File: config.mk
export PLATFORM = sky130hd
export DESIGN_NAME = clk_prescaler_table
export DESIGN_NICKNAME = d
export VERILOG_FILES = /design/src/rtl/clk_prescaler_table.sv
export SDC_FILE = /design/constraint.sdc
export NUM_CORES = 1
export LEC_CHECK = 0
export BUFFER_PORTS_ARGS = -buffer_cell sky130_fd_sc_hd__buf_2
export CORE_MARGIN = 1.5
export CORE_UTILIZATION = 45
export DETAILED_ROUTE_END_ITERATION = 8
export GPL_TIMING_DRIVEN = 1
export HOLD_SLACK_MARGIN = 0.02
export PLACE_DENSITY = 0.66
export SYNTH_ARGS = -nofsm -noshare
export SYNTH_HDL_FRONTEND = slang
export SYNTH_SLANG_ARGS = --single-unit
export TNS_END_PERCENT = 1
File: constraint.sdc
create_clock -name clk -period 11.4 [get_ports clk]
set_input_delay 0.57 -clock clk [delete_from_list [all_inputs] [get_ports clk]]
set_output_delay 0.57 -clock clk [all_outputs]
set_load 0.02 [all_outputs]
File: src/rtl/clk_prescaler_table.sv
// Programmable clock prescaler: divisor chosen from a writable register table,
// with select changes applied only at period boundaries so outputs never runt.
module clk_prescaler_table #(
    parameter int DIV_WIDTH = 24,
    parameter int SEL_WIDTH = 4
) (
    input  logic                 clk,
    input  logic                 rst_n,
    input  logic                 en_i,
    input  logic [SEL_WIDTH-1:0] sel_i,
    input  logic                 wr_en_i,
    input  logic [SEL_WIDTH-1:0] wr_addr_i,
    input  logic [DIV_WIDTH-1:0] wr_data_i,
    output logic                 tick_o,
    output logic                 clk_div_o,
    output logic [SEL_WIDTH-1:0] cur_sel_o,
    output logic                 sel_ack_o
);

    localparam int DEPTH = 2 ** SEL_WIDTH;

    logic [DIV_WIDTH-1:0] div_table [DEPTH];
    logic [DIV_WIDTH-1:0] act_div;
    logic [DIV_WIDTH-1:0] cnt;
    logic [DIV_WIDTH-1:0] n_eff;
    logic [DIV_WIDTH-1:0] n_last;
    logic                 terminal;
    logic                 reload;

    // A stored divisor of 0 behaves like 1 so the counter always has a valid terminal value.
    always_comb begin
        n_eff    = (act_div == '0) ? DIV_WIDTH'(1) : act_div;
        n_last   = n_eff - DIV_WIDTH'(1);
        terminal = en_i && (cnt == n_last);
        reload   = !en_i || terminal;
    end

    always_ff @(posedge clk or negedge rst_n) begin
        if (!rst_n) begin
            for (int i = 0; i < DEPTH; i++) begin
                div_table[i] <= DIV_WIDTH'(i + 1);
            end
        end else if (wr_en_i) begin
            div_table[wr_addr_i] <= wr_data_i;
        end
    end

    always_ff @(posedge clk or negedge rst_n) begin
        if (!rst_n) begin
            cnt       <= '0;
            tick_o    <= 1'b0;
            clk_div_o <= 1'b0;
        end else if (!en_i) begin
            cnt       <= '0;
            tick_o    <= 1'b0;
            clk_div_o <= 1'b0;
        end else if (terminal) begin
            cnt       <= '0;
            tick_o    <= 1'b1;
            clk_div_o <= ~clk_div_o;
        end else begin
            cnt       <= cnt + DIV_WIDTH'(1);
            tick_o    <= 1'b0;
        end
    end

    // The table read here sees the pre-write value when the same entry is written this edge.
    always_ff @(posedge clk or negedge rst_n) begin
        if (!rst_n) begin
            act_div   <= DIV_WIDTH'(1);
            cur_sel_o <= '0;
            sel_ack_o <= 1'b0;
        end else if (reload) begin
            act_div   <= div_table[sel_i];
            cur_sel_o <= sel_i;
            sel_ack_o <= (sel_i != cur_sel_o);
        end else begin
            sel_ack_o <= 1'b0;
        end
    end

endmodule

==> flow_summary.yaml <==
run_status:
  outcome: "completed"
yosys:
  synth_cell_types: 60
  synth-seq-cells: 439
  synthFlopType: "dfrtp_1"
  synth-edff-count: 0
  muxShareOfSynthArea_pct: 36.0
  synth_fa_ha_area_share_pct: 0.122
  synth_top_family_by_area: "multiplexers"
  synth_top_cell_by_area: "dfrtp_1"
  avgSynthCellArea_um2: 15.3
  yosysWarnings: 0
  synth_top_area_share_pct: 49.5
  synth_area_um2: 20500
  synth_compound_area_share_pct: 1.47
  syn_nets: 1376
  async_flop_share_pct: 100
  yosys.area_share.simple_pct: 4.23
  synth.area.top_cells: "dfrtp_1 (49%), mux2_2 (21%), mux4_2 (13%), dfstp_2 (4.4%), clkbuf_1 (1.5%)"
  ys_seq_area_share_pct: 53.9
  synthCells: 1338
  synthXorXnorAreaFrac_pct: 2.14
pwr:
  p_comb_share_pct: 19.0
  power.share.switching_pct: 26.0
  leakage_nw: 9.50
  power.density_nw_per_um2: 198
  p_int_mw: 3.35
  finalPower_mw: 4.52
  pwr-share-clk_pct: 33.8
  p_switching_mw: 1.18
  peakVddDrop_mv: 0.104
  seqPwrFrac_pct: 47.2
cts:
  ctsHtreeMaxLevel: 2
  cts-resized-gates: 0
  cts-root-buf: "clkbuf_16"
  cts_tree: "done"
  clk_pin_slew_worst_paths_ns: 0.06
  clock_latency_ns: 0.59
  cts.path.max_buffers: 3
  clkSinkCount: 439
  cts_buffers: 47
  cts_hold_buf: 0
  post_cts_buffers: 0
global_route:
  grt_pass1_vias: 12184
  grt_overflow: 0
  grt_usage_pct: 20.8
  grt_pass1_wl_um: 74200
  grt_max_degree: 189
  antenna_found_initial: 10
final_layout:
  drive_gt1_share_pct: 50.6
  nNetsFinal: 1380
  area_growth_syn_to_layout_pct: 11.4
floorplanning:
  die_area_um2: 46800
  fp.dieW_um: 216
  ios: 43
  coreArea_um2: 44500
  die_y_um: 216
  initial_core_util_pct: 46.0
  rows: 77
timing:
  slew_headroom_pct: 21.8
  fmax_mhz: 161
  period_needed_ns: 6.21
  finalSetupViolations: 0
  skew_ns: 0.0231
  hold_viol: 0
  setup_ws_ns: 5.19
  tightest_slew_ns: 1.17
  drv_slew: 0
  tns_ns: 0
  rsz0062_at_grt: "false"
  finalCritPeriodShare_pct: 54.4
placed_design:
  numPortBuffers: 42
  gp_congestion: 0.843
  place_ws_ns: 5.27
  hpwl_um: 26700
critical_path:
  crit_type: "reg2reg"
  critPathLaunchType: "flop"
  endpoint_kind: "flop"
  worstPathArrival_ns: 6.68
  path_max_fanout: 34
  crit_required_ns: 11.87
detailed_routing:
  wl_um: 46700
  vias_per_cell: 5.80
  vias: 11457
  wl_per_cell_um: 23.7
  first_pass_iters: 4
  drc: 0
  ant_nets: 0
  drt_iter0_drc: 818
job:
  drv_cap: 0
min_path:
  min_path_type: "in2async"
[worst paths after layout]
kind / to / cells after the start / slack (ns) / startpoint
setup / recovery: act_div[2] / 14 / 5.19 / act_div[3]
hold / removal: div_table[363] / 1 / 0.007 / rst_n
setup reg to reg: act_div[2] / 14 / 5.19 / act_div[3]
hold reg to reg: div_table[82] / 1 / 0.50 / div_table[82]
max in group asynchronous: div_table[117] / 3 / 8.96 / rst_n
min in group clk: clk_div_o / 3 / 0.30 / en_i
[logic make-up after synthesis]
family,count (synthesis)
compound gates,38
buf+inv,110
simple gates,164
flops,439
xor+xnor,50
mux,535
fa+ha+maj,2
[layout by cell type (no fill, tap or decap), types with 3 or more instances in the layout]
master      count
or3_2           3
clkinv_2        9
dfstp_2        34
inv_1           9
nand3_1        15
xnor2_1        27
nor2_1         43
buf_4          14
or3_1           3
nand4_1         8
clkinvlp_4      4
clkbuf_8       12
a21oi_1         8
mux2_2        390
o31ai_1         3
dfrtp_1       405
nor2b_1         5
or4_1           3
mux2_1         23
nand2b_1        5
nand3b_1        5
clkbuf_16      48
nor4_1          9
nor3_1         10
and3_1         10
nand2_1        18
buf_2          39
clkbuf_1       11
nor3b_1         5
nor2_4          9
mux4_2        120
xor2_1         23
[layer usage]
layer,share of wire (%),GRT usage [%]
met1,46,29.6
met2,47,32.9
met3,4.0,3.97
met4,2.2,5.60
met5,0.066,0
[registers in the layout, indices dropped and copies added, names as in the netlist]
| name | flops |
|---|---|
| div_table | 384 |
| act_div | 24 |
| cnt | 24 |
| cur_sel_o | 4 |
| clk_div_o | 1 |
| sel_ack_o | 1 |
| tick_o | 1 |
[cell type report]
cell class	instances	area, um^2
well taps	592	741
multi-input cells	789	9080
diodes	2	5.00
clock buffers	71	1410
inverters	9	33.8
repair buffers	56	347
flip-flops and latches	439	11000
clock inverters	17	160
fillers	3761	21700
[worst max-delay path, stage by stage, from the launching register on]
cell and delay, ns:
dfrtp_1 0.50, nor4_1 0.74, nand4_1 0.33, nor4_1 0.74, nor2_1 0.09, ha_1 0.28
nor3b_1 0.21, a21bo_2 0.23, o211a_1 0.12, o31ai_1 0.48, nand3_1 0.15, or4_4 0.53
o31ai_4 0.79, buf_4 0.50, mux2_2 0.38
[per-stage QoR]
stage / hold slack, ns / cells / cell area, um^2 / utilization, %
floorplan: 0.274 / 1338 / 20500 / -
global placement: 0.482 / 1885 / 21200 / 47.7
detailed placement: 0.487 / 1885 / 21200 / 47.7
CTS: 0.0472 / 1973 / 22800 / 51.2
global route: 0.0903 / 1973 / 22800 / 51.2
finish: 0.00696 / 1975 / 22800 / 51.2
[Yosys cell counts, drive strengths merged (4+ instances only)]
| cell | instances |
|---|---|
| nor4 | 10 |
| nand3 | 15 |
| nor3 | 11 |
| or4 | 5 |
| clkbuf | 84 |
| dfrtp | 405 |
| o31ai | 4 |
| nor2b | 5 |
| mux4 | 120 |
| and3 | 11 |
| nand2 | 19 |
| dfstp | 34 |
| nand4 | 8 |
| mux2 | 413 |
| nor2 | 52 |
| nor3b | 5 |
| xor2 | 23 |
| a21oi | 8 |
| xnor2 | 27 |
| nand3b | 5 |
| nand2b | 5 |
| inv | 9 |
| or3 | 6 |
| buf | 17 |
[power by group through the flow]
| stage | combinational, mW | sequential [mW] | clock, mW |
|---|---|---|---|
| 6_report | 0.858 | 2.14 | 1.53 |
| 5_1_grt | 0.934 | 2.19 | 1.62 |
| 4_1_cts | 0.869 | 2.14 | 1.57 |
| 3_5_place_dp | 0.865 | 2.16 | 0 |
| 3_3_place_gp | 0.842 | 2.14 | 0 |
| 2_1_floorplan | 0.684 | 2.09 | 0 |
Note: power is estimated with default switching activity, not from simulation.
